**src/rtl/fetch_unit_if.sv**
```systemverilog
// Instruction-memory read channel between fetch_unit and instruction memory.
// mem_req/mem_addr come from fetch; mem_ack/mem_rdata come back from memory.
interface fetch_unit_if #(
    parameter int ADDR_W = 16,
    parameter int DATA_W = 16
);
    logic              mem_req;
    logic [ADDR_W-1:0] mem_addr;
    logic              mem_ack;
    logic [DATA_W-1:0] mem_rdata;

    modport master (
        output mem_req,
        output mem_addr,
        input  mem_ack,
        input  mem_rdata
    );

    modport slave (
        input  mem_req,
        input  mem_addr,
        output mem_ack,
        output mem_rdata
    );
endinterface

```
**src/rtl/fetch_unit.sv**
```systemverilog
// Fetch stage: owns the PC and runs one req/ack read per FETCH visit.
// Stalls the FDE state machine through fdm_en until the instruction is latched.
module fetch_unit #(
    parameter int                ADDR_W   = 16,
    parameter int                DATA_W   = 16,
    parameter logic [ADDR_W-1:0] RESET_PC = '0
) (
    input  logic              clk,
    input  logic              rst_n,
    input  logic [1:0]        state,
    input  logic              br_take,
    input  logic [ADDR_W-1:0] br_target,
    fetch_unit_if.master      mem,
    output logic [DATA_W-1:0] instr,
    output logic              instr_valid,
    output logic [ADDR_W-1:0] pc,
    output logic              fdm_en
);
    localparam logic [1:0] ST_FETCH = 2'b00;
    localparam logic [1:0] ST_EXEC  = 2'b10;

    typedef enum logic [1:0] {
        S_IDLE = 2'b00,
        S_REQ  = 2'b01,
        S_DONE = 2'b10
    } fsm_t;

    fsm_t              r_fsm;
    logic [ADDR_W-1:0] r_pc;
    logic [DATA_W-1:0] r_instr;
    logic              r_valid;
    logic              r_req;

    logic              w_fetch;
    logic              w_branch;

    assign w_fetch  = (state == ST_FETCH);
    assign w_branch = (state == ST_EXEC) && br_take;

    assign mem.mem_req  = r_req;
    assign mem.mem_addr = r_pc;
    assign pc           = r_pc;
    assign instr        = r_instr;
    assign instr_valid  = r_valid;
    assign fdm_en       = !w_fetch || (r_fsm == S_DONE);

    always_ff @(posedge clk or negedge rst_n) begin
        if (!rst_n) begin
            r_fsm   <= S_IDLE;
            r_pc    <= RESET_PC;
            r_instr <= '0;
            r_valid <= 1'b0;
            r_req   <= 1'b0;
        end else begin
            case (r_fsm)
                S_IDLE: begin
                    if (w_fetch) begin
                        r_fsm   <= S_REQ;
                        r_req   <= 1'b1;
                        r_valid <= 1'b0;
                    end
                end
                S_REQ: begin
                    if (mem.mem_ack) begin
                        r_fsm   <= S_DONE;
                        r_req   <= 1'b0;
                        r_instr <= mem.mem_rdata;
                        r_valid <= 1'b1;
                        r_pc    <= r_pc + 1'b1;
                    end
                end
                S_DONE: begin
                    if (!w_fetch) r_fsm <= S_IDLE;
                end
                default: r_fsm <= S_IDLE;
            endcase
            // Redirect wins over any increment made on the same edge.
            if (w_branch) r_pc <= br_target;
        end
    end
endmodule
```
**src/flat_wrapper.sv**
```systemverilog
// flat-port wrapper written by rule: the top's interface ports become plain ports
module fetch_unit_flat 
#(
    parameter int                ADDR_W   = 16,
    parameter int                DATA_W   = 16,
    parameter logic [ADDR_W-1:0] RESET_PC = '0
)
  (clk, rst_n, state, br_take, br_target, instr, instr_valid, pc, fdm_en, mem_mem_req, mem_mem_addr, mem_mem_ack, mem_mem_rdata);
  fetch_unit_if #(.ADDR_W(ADDR_W), .DATA_W(DATA_W)) mem_i ();
  input  logic clk;
  input  logic rst_n;
  input  logic [1:0] state;
  input  logic br_take;
  input  logic [ADDR_W-1:0] br_target;
  output logic [DATA_W-1:0] instr;
  output logic instr_valid;
  output logic [ADDR_W-1:0] pc;
  output logic fdm_en;
  output wire logic [$bits(mem_i.mem_req)-1:0] mem_mem_req;
  output wire logic [$bits(mem_i.mem_addr)-1:0] mem_mem_addr;
  input wire logic [$bits(mem_i.mem_ack)-1:0] mem_mem_ack;
  input wire logic [$bits(mem_i.mem_rdata)-1:0] mem_mem_rdata;
  assign mem_mem_req = mem_i.mem_req;
  assign mem_mem_addr = mem_i.mem_addr;
  assign mem_i.mem_ack = mem_mem_ack;
  assign mem_i.mem_rdata = mem_mem_rdata;
  fetch_unit #(.ADDR_W(ADDR_W), .DATA_W(DATA_W), .RESET_PC(RESET_PC)) u_core (.clk(clk), .rst_n(rst_n), .state(state), .br_take(br_take), .br_target(br_target), .mem(mem_i), .instr(instr), .instr_valid(instr_valid), .pc(pc), .fdm_en(fdm_en));
endmodule
```
**config.mk**
```make
export PLATFORM = sky130hd
export DESIGN_NAME = fetch_unit_flat
export DESIGN_NICKNAME = d
export VERILOG_FILES = /design/src/rtl/fetch_unit_if.sv /design/src/rtl/fetch_unit.sv /design/src/flat_wrapper.sv
export SDC_FILE = /design/constraint.sdc
export NUM_CORES = 1
export LEC_CHECK = 0
export ABC_AREA = 1
export CAP_MARGIN = 15
export CORE_AREA = 3 3 77 79
export CTS_CLUSTER_SIZE = 24
export DETAILED_ROUTE_END_ITERATION = 16
export DIE_AREA = 0 0 80 82
export HOLD_SLACK_MARGIN = 0.02
export PLACE_DENSITY = 0.75
export SLEW_MARGIN = 20
export SYNTH_ARGS = -nofsm -noshare
export SYNTH_HDL_FRONTEND = slang
export SYNTH_SLANG_ARGS = --single-unit
```
**constraint.sdc**
```tcl
create_clock -name clk -period 1.2 [get_ports clk]
set_input_delay 0.12 -clock clk [delete_from_list [all_inputs] [get_ports clk]]
set_output_delay 0.12 -clock clk [all_outputs]
set_load 0.1 [all_outputs]
```
---- Word-level counts from Yosys, hierarchy flattened ----
Cells that the tools add are included.
storage, ports and cells
  ROM bits ................................ 0
  word-level logic and storage cells ...... 37
  bits in latches ......................... 0
  flip-flop bits (word level) ............. 36
  memories ................................ 0
  RAM bits ................................ 0
cells by class
  $add $sub $neg .......................... 1
  bitwise logic cells ..................... 0
  equality and inequality tests ........... 6
  muxes and demuxes ....................... 13
  div/mod/pow operators ................... 0
  multiply operators ...................... 0
  reduce and logical (&&, ||, !) cells .... 12
  shifts and indexed selects .............. 0
  order comparisons ....................... 0
operator list
  cell                                            count
  two-way mux 16 bit                              3
  adder 16 x 1 -> 16 bit (second input constant)  1
  two-way mux 2 bit                               3
  one-hot mux 2 bit (3 select lines)              1
  AND reduction 3 bit                             2
  nonzero test 2 bit                              3
  == test 2 bit (second input constant)           2
  logical NOT 2 bit                               2
  two-way mux 1 bit                               4
  != test 2 bit (second input constant)           2
  one-hot mux 1 bit (2 select lines)              2
  AND reduction 2 bit                             2
  == test 2 x 1 -> 1 bit (second input constant)  1
  != test 2 x 1 -> 1 bit (second input constant)  1
  logical AND 1 bit                               1
  logical NOT 1 bit                               1
  logical OR 1 bit                                1

---- Logic depth before layout (Yosys ltp) ----
Gate-level depths: netlist of the first run.
  depth in word-level cells ............... 4
  mapped depth ............................ 10
  depth with buffers taken out ............ 10

---- Worst setup path after synthesis of the first run ----
OpenSTA, ideal clock, no wires.
  path type ............................... register -> output
  start ................................... register u_core.r_fsm[0]
  end ..................................... output port fdm_en
  data required time ...................... 1.080 ns
  slack ................................... -1.478 ns
  arrival ................................. 2.558 ns
  buffers on the path ..................... 0
  stages on the path, launching flop included .. 2
  cells stage by stage .................... dfrtp_1 o21ai_0
between the ends
  longest elaborated chain between the ends .. 2
RTL lines
  item                    RTL line            text
  start, declared         fetch_unit.sv:28    fsm_t r_fsm;
  start signal, assigned  fetch_unit.sv:49    r_fsm <= S_IDLE;
  start signal, assigned  fetch_unit.sv:58    r_fsm <= S_REQ;
  start signal, assigned  fetch_unit.sv:65    r_fsm <= S_DONE;
  == test 2 bit           fetch_unit.sv:45    assign fdm_en = !w_fetch || (r_fsm == S_DONE);
  logical OR 1 bit        fetch_unit.sv:45
  end, declared           flat_wrapper.sv:18  output logic fdm_en;
Every way passes these cells.

---- Worst setup path after layout of the first run ----
  start ................................... register u_core.r_pc[0], in the netlist u_core.mem.mem_addr[0]
  end ..................................... register u_core.r_pc[3], in the netlist u_core.mem.mem_addr[3]
between the ends
  longest elaborated chain between the ends .. 4
RTL lines
  item                    RTL line          text
  start, declared         fetch_unit.sv:29  logic [ADDR_W-1:0] r_pc;
  start signal, assigned  fetch_unit.sv:69  r_pc <= r_pc + 1'b1;
  start signal, assigned  fetch_unit.sv:78  if (w_branch) r_pc <= br_target;
  adder 16 x 1 -> 16 bit  fetch_unit.sv:69
  two-way mux 16 bit      fetch_unit.sv:64  if (mem.mem_ack) begin
  two-way mux 16 bit      fetch_unit.sv:55  case (r_fsm)
  two-way mux 16 bit      fetch_unit.sv:78
Every way passes these cells. The select of a mux whose other input is x is not followed.
A chain may end at the register's enable or synchronous reset.

==> qor.csv, run 1 <==
stage;metric;value;unit
run_status;status;finished, violations left;
run_status;violations;negative setup slack;
routing;avgViaCountPerCell;4.782;
sta;worst-slew-pin-transition;0.3710;ns
critical_path;cpPeakStageDelay;0.45;ns
cells_and_area;finalInstanceArea;4133;um^2
sta;finalSetupTns;-2.264;ns
cells_and_area;fin_util;76.46;%
floorplanning;fp.dieH;82;um
placed_design;dp_slack;-0.2640;ns
synthesis;ys_seq_area_share;44.75;%
worst_hold_path;hp-class;input port to register;
floorplanning;core_area;5405;um^2
sta;setup_viol;38;
routing;first_iter_violations;220;
global_route;grt_pass1_vias;2293;
placed_design;place_hpwl;4665;um
synthesis;synth_area_leader_cell;dfrtp_1;
sta;report.final.hold_viol_count;0;
synthesis;syn_area;2013;um^2
flow_run;cap_viol_max_count;0;
cells_and_area;multi_input_area;974.7;um^2
synthesis;ys_warn_count;0;
clocking;max-clock-path-buffers;2;
critical_path;crit_path_start_kind;register;
routing;drc;0;
pwr;ir_drop;2.366;mV
cells_and_area;final_common_cell;nand2_1;
synthesis;syn_inst;274;
synthesis;syn_avg_cell_area;7.347;um^2
sta;slew_headroom;74.94;%
critical_path;cp.arrival;1.53;ns
clocking;clk_latency;0.29;ns
sta;finClkSkew;0.003514;ns
pwr;power_leakage;1.982;nW
cells_and_area;drive_gt1_share;39.75;%
routing;vias;2281;
sta;hold_slack;0.2121;ns
placed_design;portBuffers;88;
critical_path;cp_common_cell;buf_4;
routing;wl;6767;um
clocking;numCtsBuffers;5;
clocking;clkTransAtPathRegs;0.07;ns
synthesis;yosys.area.top_type_share;44.75;%
global_route;grt_start_max_net_pins;37;
critical_path;end_kind;register;
pwr;power.total;12.82;mW
critical_path;cpMaxStageDelayCell;dfrtp_4;
clocking;htree_levels;2;
synthesis;synth_seq_cells;36;
floorplanning;io_pins;89;
routing;drt-pass1-iter-count;4;
global_route;overflow;0;
sta;period_share;113.2;%
critical_path;path_cells;buf_4 > nand3_4 > buf_4 > nor2_2 > xor2_1 > a21oi_1;
routing;wl_per_cell;14.19;um
global_route;grtUsageTotal;20.54;%
synthesis;syn-num-nets;313;
sta;postLayoutSetupSlackWorst;-0.1581;ns
cells_and_area;n_antenna_cell;0;
floorplanning;rows;27;
floorplanning;die_area;6560;um^2
global_route;antenna_found_initial;0;
critical_path;critical_path_class;register to register;
clocking;clock-sinks;36;
sta;rsz0062_at_grt;yes;
sta;report.final.slew_viol_count;0;
cells_and_area;fin_cells;477;
cells_and_area;final_cell_mix;114 x nand2_1, 55 x buf_12, 35 x clkdlybuf4s50_1, 35 x buf_4, 20 x dfrtp_1;
sta;clock.fmax;736.3;MHz
floorplanning;die_x;80;um
floorplanning;start_util;37.25;%
synthesis;ys_types;24;
global_route;grt_pass1_wl;10500;um
synthesis;synth_area_leaders;dfrtp_1 45%, nand2_1 22%, buf_4 6.3%;
cells_and_area;fillCellCount;332;
pwr;p_per_area;3102;nW/um^2
cells_and_area;seq_area;958.4;um^2
critical_path;required;1.37;ns
routing;ant_nets;0;
sta;fin_crit;1.358;ns
placed_design;dp.cells;452;
cells_and_area;area_delta_synth_final;105.3;%
clocking;clock-root-buffer;clkbuf_8;
placed_design;globalplace.congestion;0.9237;
critical_path;crit_path_max_fanout;4;
cells_and_area;fin_nets;443;
placed_design;postPlaceCellArea;3741;um^2
clocking;cts_tree;yes;
[worst max-delay path, delay by kind of cell, from the launching register on]
family | cells | cell delay, ns
DFF | 1 | 0.45
and+or+nand+nor | 2 | 0.21
buffers and inverters | 2 | 0.32
AOI/OAI and AO/OA | 1 | 0.10
xor gates and xnor gates | 1 | 0.17
[sequential cells by signal, summed over array words and instances (netlist names)]
register	cells
u_core.mem.mem_addr	16
u_core.r_fsm	2
u_core.mem.mem_req	1
u_core.instr_valid	1
u_core.instr	16
[kinds of logic (layout without fill, tap and decap cells)]
logic type / after synthesis / count (layout) / share of synthesized area, %
flops: 36 / 36 / 44.75
buf+inv: 45 / 176 / 12.49
fa+ha+maj: 1 / 1 / 0.6214
xor+xnor: 3 / 3 / 1.305
compound gates: 23 / 23 / 6.340
simple gates: 166 / 166 / 34.49
[power breakdown]
group	internal, mW	switching, mW
Sequential	1.76	0.574
Clock	0.406	0.446
Combinational	3.53	6.11
[layout make-up]
cell class | count | area share, %
Inverter | 23 | 2.210
Clock inverter | 2 | 0.3028
Clock buffer | 6 | 1.756
Tap cell | 72 | 2.180
Multi-Input combinational cell | 193 | 23.58
Timing Repair Buffer | 145 | 46.78
Sequential cell | 36 | 23.19
[layer usage]
metal,vias up,GRT usage (%),share of wire [%]
li1,1100,-,-
met1,1067,22.50,37
met2,101,36.67,52
met3,13,8.004,9.8
met4,0,6.250,1.5
met5,-,0,0
[cells in the mapped netlist, drive strengths merged]
| cell type | n |
|---|---|
| nand2 | 121 |
| dfrtp | 36 |
| nor2 | 24 |
| inv | 23 |
| buf | 22 |
| nand3 | 17 |
| o21ai | 10 |
| a21oi | 8 |
| o211ai | 3 |
| nand4 | 2 |
| nor3 | 2 |
| xor2 | 2 |
| ha | 1 |
| o22ai | 1 |
| o41ai | 1 |
| xnor2 | 1 |
[worst paths after layout]
kind | slack (ns) | start | cells after the start | to
setup reg to reg | -0.16 | u_core.mem.mem_addr[0] | 6 | u_core.mem.mem_addr[3]
hold reg to reg | 0.54 | u_core.instr_valid | 2 | u_core.instr_valid
max in group asynchronous | 0.67 | rst_n | 3 | u_core.mem.mem_addr[14]
hold / removal | 0.21 | state[0] | 4 | u_core.mem.mem_addr[1]
setup / recovery | -0.16 | u_core.mem.mem_addr[0] | 6 | u_core.mem.mem_addr[3]
min in group asynchronous | 0.32 | rst_n | 3 | u_core.instr[15]
[timing repair]
item,4_1_cts,5_1_grt
setup buffers,9,7
hold endpoints to repair,36,0
hold buffers,1,0
pin swaps,2,7
setup endpoints to repair,59,53
gates resized for setup,26,15
No activity file was read; power rests on OpenSTA's default activity.
==> inputs of run 2 (changes only) <==
Settings changed: MAX_ROUTING_LAYER set to met4.
==> run 2 against run 1 <==
Effect of this change:
- the flow still finishes with violations (negative setup slack)
- first-iteration DRC count rose by 21%
- final cell count rose by 0.42%
- maximum frequency fell by 3.4%
- sequential cell count did not move
- register-to-register slack got worse by 0.05 ns
- non-clock buffer count rose by 2
- routed wire length rose by 8.8%
- largest cell class unchanged
==> qor.csv, run 2 (synthesis gave the netlist of run 1 again) <==
stage;metric;value;unit;change
sta;report.final.slew_viol_count;0;;unchanged
routing;drc;0;;unchanged
global_route;grt_pass1_wl;10460;um;was 10500 um
routing;avgViaCountPerCell;4.983;;was 4.782
floorplanning;io_pins;89;;unchanged
critical_path;cp.arrival;1.58;ns;was 1.53 ns
clocking;clock-sinks;36;;unchanged
global_route;antenna_found_initial;0;;unchanged
global_route;grt_start_max_net_pins;37;;unchanged
global_route;grt_pass1_vias;2304;;was 2293
cells_and_area;final_cell_mix;112 x nand2_1, 53 x buf_12, 35 x clkdlybuf4s50_1;;was 114 x nand2_1, 55 x buf_12, 35 x clkdlybuf4s50_1, 35 x buf_4, 20 x dfrtp_1
pwr;ir_drop;2.375;mV;was 2.366 mV
routing;wl_per_cell;15.38;um;was 14.19 um
clocking;cts_tree;yes;;unchanged
clocking;clk_latency;0.30;ns;was 0.29 ns
placed_design;globalplace.congestion;0.9400;;was 0.9237
critical_path;regToRegStartpoint;u_core.mem.mem_addr[0];;unchanged
sta;finalSetupTns;-2.695;ns;was -2.264 ns
critical_path;reg2reg_to;u_core.mem.mem_addr[10];;was u_core.mem.mem_addr[3]
routing;drt-pass1-iter-count;4;;unchanged
critical_path;required;1.38;ns;was 1.37 ns
pwr;internal_power;5.724;mW;was 5.693 mW
routing;route.met3.wl;650;um;was 662 um
cells_and_area;fin_cells;479;;was 477
clocking;htree_levels;2;;unchanged
critical_path;cpPeakStageDelay;0.47;ns;was 0.45 ns
pwr;sw_frac_of_total;55.80;%;was 55.59%
pwr;power_leakage;1.998;nW;was 1.982 nW
cells_and_area;fillCellCount;318;;was 332
critical_path;crit_path_max_fanout;4;;unchanged
floorplanning;core_area;5405;um^2;unchanged
floorplanning;die_area;6560;um^2;unchanged
sta;report.final.hold_viol_count;0;;unchanged
critical_path;reg2reg_slack;-0.21;ns;was -0.16 ns
global_route;overflow;0;;unchanged
routing;wl;7365;um;was 6767 um
run_status;violations;negative setup slack;;unchanged
pwr;p_switching;7.226;mW;was 7.127 mW
critical_path;reg2reg_depth;8;;was 6
floorplanning;rows;27;;unchanged
clocking;clkTransAtPathRegs;0.08;ns;was 0.07 ns
sta;hold_slack;0.2630;ns;was 0.2121 ns
worst_hold_path;hp-class;input port to register;;unchanged
critical_path;end_kind;register;;unchanged
sta;fin_crit;1.406;ns;was 1.358 ns
critical_path;cp_common_cell;nand2_4;;was buf_4
pwr;p_per_area;3089;nW/um^2;was 3102 nW/um^2
sta;period_share;117.2;%;was 113.2%
run_status;status;finished, violations left;;unchanged
clocking;numCtsBuffers;5;;unchanged
cells_and_area;n_antenna_cell;0;;unchanged
pwr;sequentialPowerShare;18.2;%;about the same
routing;first_iter_violations;266;;was 220
critical_path;crit_path_start_kind;register;;unchanged
sta;postLayoutSetupSlackWorst;-0.2062;ns;was -0.1581 ns
placed_design;place_hpwl;4665;um;unchanged
routing;highest-signal-layer;met4;;unchanged
sta;rsz0062_at_grt;yes;;unchanged
critical_path;path_cells;ha_4 > nand2_4 > nor2_4 > nand2_4 > nor2_2 > a21oi_1 > o21ai_1 > nand2_1;;was buf_4 > nand3_4 > buf_4 > nor2_2 > xor2_1 > a21oi_1
cells_and_area;fin_nets;445;;was 443
critical_path;cp-startpoint;u_core.mem.mem_addr[0];;unchanged
clocking;clock-root-buffer;clkbuf_8;;unchanged
floorplanning;fp.dieH;82;um;unchanged
placed_design;portBuffers;88;;unchanged
sta;finClkSkew;0.01169;ns;was 0.003514 ns
routing;drt-met1-wl;2707;um;was 2502 um
critical_path;endpoint;u_core.mem.mem_addr[10];;was u_core.mem.mem_addr[3]
global_route;grtUsageTotal;21.13;%;was 20.54%
cells_and_area;area_delta_synth_final;108.3;%;was 105.3%
flow_run;cap_viol_max_count;0;;unchanged
routing;vias;2387;;was 2281
sta;worst-slew-pin-transition;0.3500;ns;was 0.3710 ns
routing;ant_nets;0;;unchanged
floorplanning;die_x;80;um;unchanged
placed_design;dp.cells;452;;unchanged
clocking;max-clock-path-buffers;2;;unchanged
sta;clock.fmax;711.1;MHz;was 736.3 MHz
pwr;comb_power_share;75.1;%;about the same
critical_path;cpMaxStageDelayCell;dfrtp_4;;unchanged
critical_path;critical_path_class;register to register;;unchanged
sta;slew_headroom;76.36;%;was 74.94%
cells_and_area;drive_gt1_share;42.26;%;was 39.75%
floorplanning;start_util;37.25;%;unchanged
sta;setup_viol;38;;unchanged
cells_and_area;final_common_cell;nand2_1;;unchanged
pwr;pwr-share-clk;6.7;%;was 6.6%
routing;met2_wirelength;3720;um;was 3500 um
==> run 2: cell count changes in the layout (fill, tap and decap cells not counted), sizes merged <==
cell | previous run | this run
buf | 108 | 110
==> run 2: power groups by stage <==
| stage | Clock [mW] | Sequential (mW) | Combinational [mW] |
|---|---|---|---|
| 2_1_floorplan | 0 | 5.33 | 2.54 |
| 3_3_place_gp | 0 | 2.28 | 9.04 |
| 3_5_place_dp | 0 | 2.31 | 9.15 |
| 4_1_cts | 0.875 | 2.31 | 9.43 |
| 5_1_grt | 0.930 | 2.42 | 10.0 |
| 6_report | 0.867 | 2.36 | 9.72 |
==> run 2: worst min-delay path by stage <==
| stage | start | to | slack, ns | cells after the start |
|---|---|---|---|---|
| 2_1_floorplan | rst_n | u_core.instr[0] | -0.18 | 0 |
| 3_3_place_gp | rst_n | u_core.instr[14] | 0.1 | 2 |
| 3_5_place_dp | rst_n | u_core.instr[0] | 0.1 | 2 |
| 4_1_cts | rst_n | u_core.instr[0] | 0.31 | 3 |
| 5_1_grt | state[0] | u_core.mem.mem_addr[1] | 0.28 | 4 |
| 6_report | state[0] | u_core.mem.mem_addr[1] | 0.26 | 4 |
==> run 2: stage by stage <==
step / utilization, % / instance area (um^2) / setup slack [ns] / power [mW]
6_report: 77.57 / 4193 / -0.2062 / 12.95
5_1_grt: 77.57 / 4193 / -0.2407 / 13.38
4_1_cts: 74.07 / 4004 / -0.1264 / 12.62
3_5_place_dp: 69.21 / 3741 / -0.2640 / 11.46
3_3_place_gp: 69.21 / 3741 / -0.2143 / 11.32
2_1_floorplan: - / 2117 / -0.3006 / 7.871
==> run 2: cell type report <==
cell class / count / area, um^2 / share of cell area, %
Sequential cell: 36 / 958.4 / 22.86
Timing Repair Buffer: 147 / 1942 / 46.31
Inverter: 23 / 91.34 / 2.178
Clock inverter: 2 / 12.51 / 0.2984
Multi-Input combinational cell: 193 / 1026 / 24.47
Tap cell: 72 / 90.09 / 2.149
Clock buffer: 6 / 72.57 / 1.731
==> run 2: per-layer routing <==
layer  GRT usage [%]  vias to the layer above
li1                -                     1107
met1           23.67                     1100
met2           36.59                      149
met3           6.250                       31
met4           6.250                        0
met5               -                        -
==> run 2: worst max-delay path, delay by kind of cell (launching register included) <==
kind / cells / cell delay, ns
fa+ha+maj: 1 / 0.20
flops: 1 / 0.47
simple gates: 5 / 0.44
compound gates: 2 / 0.18
==> run 2: timing repair <==
action / in CTS / in global routing
buffers inserted: 9 / 9
endpoints found under the hold margin: 36 / 0
hold buffers: 1 / 0
pin swaps: 2 / 15
endpoints found under the setup margin: 59 / 53
cloned: 0 / 0
resized for setup: 26 / 32
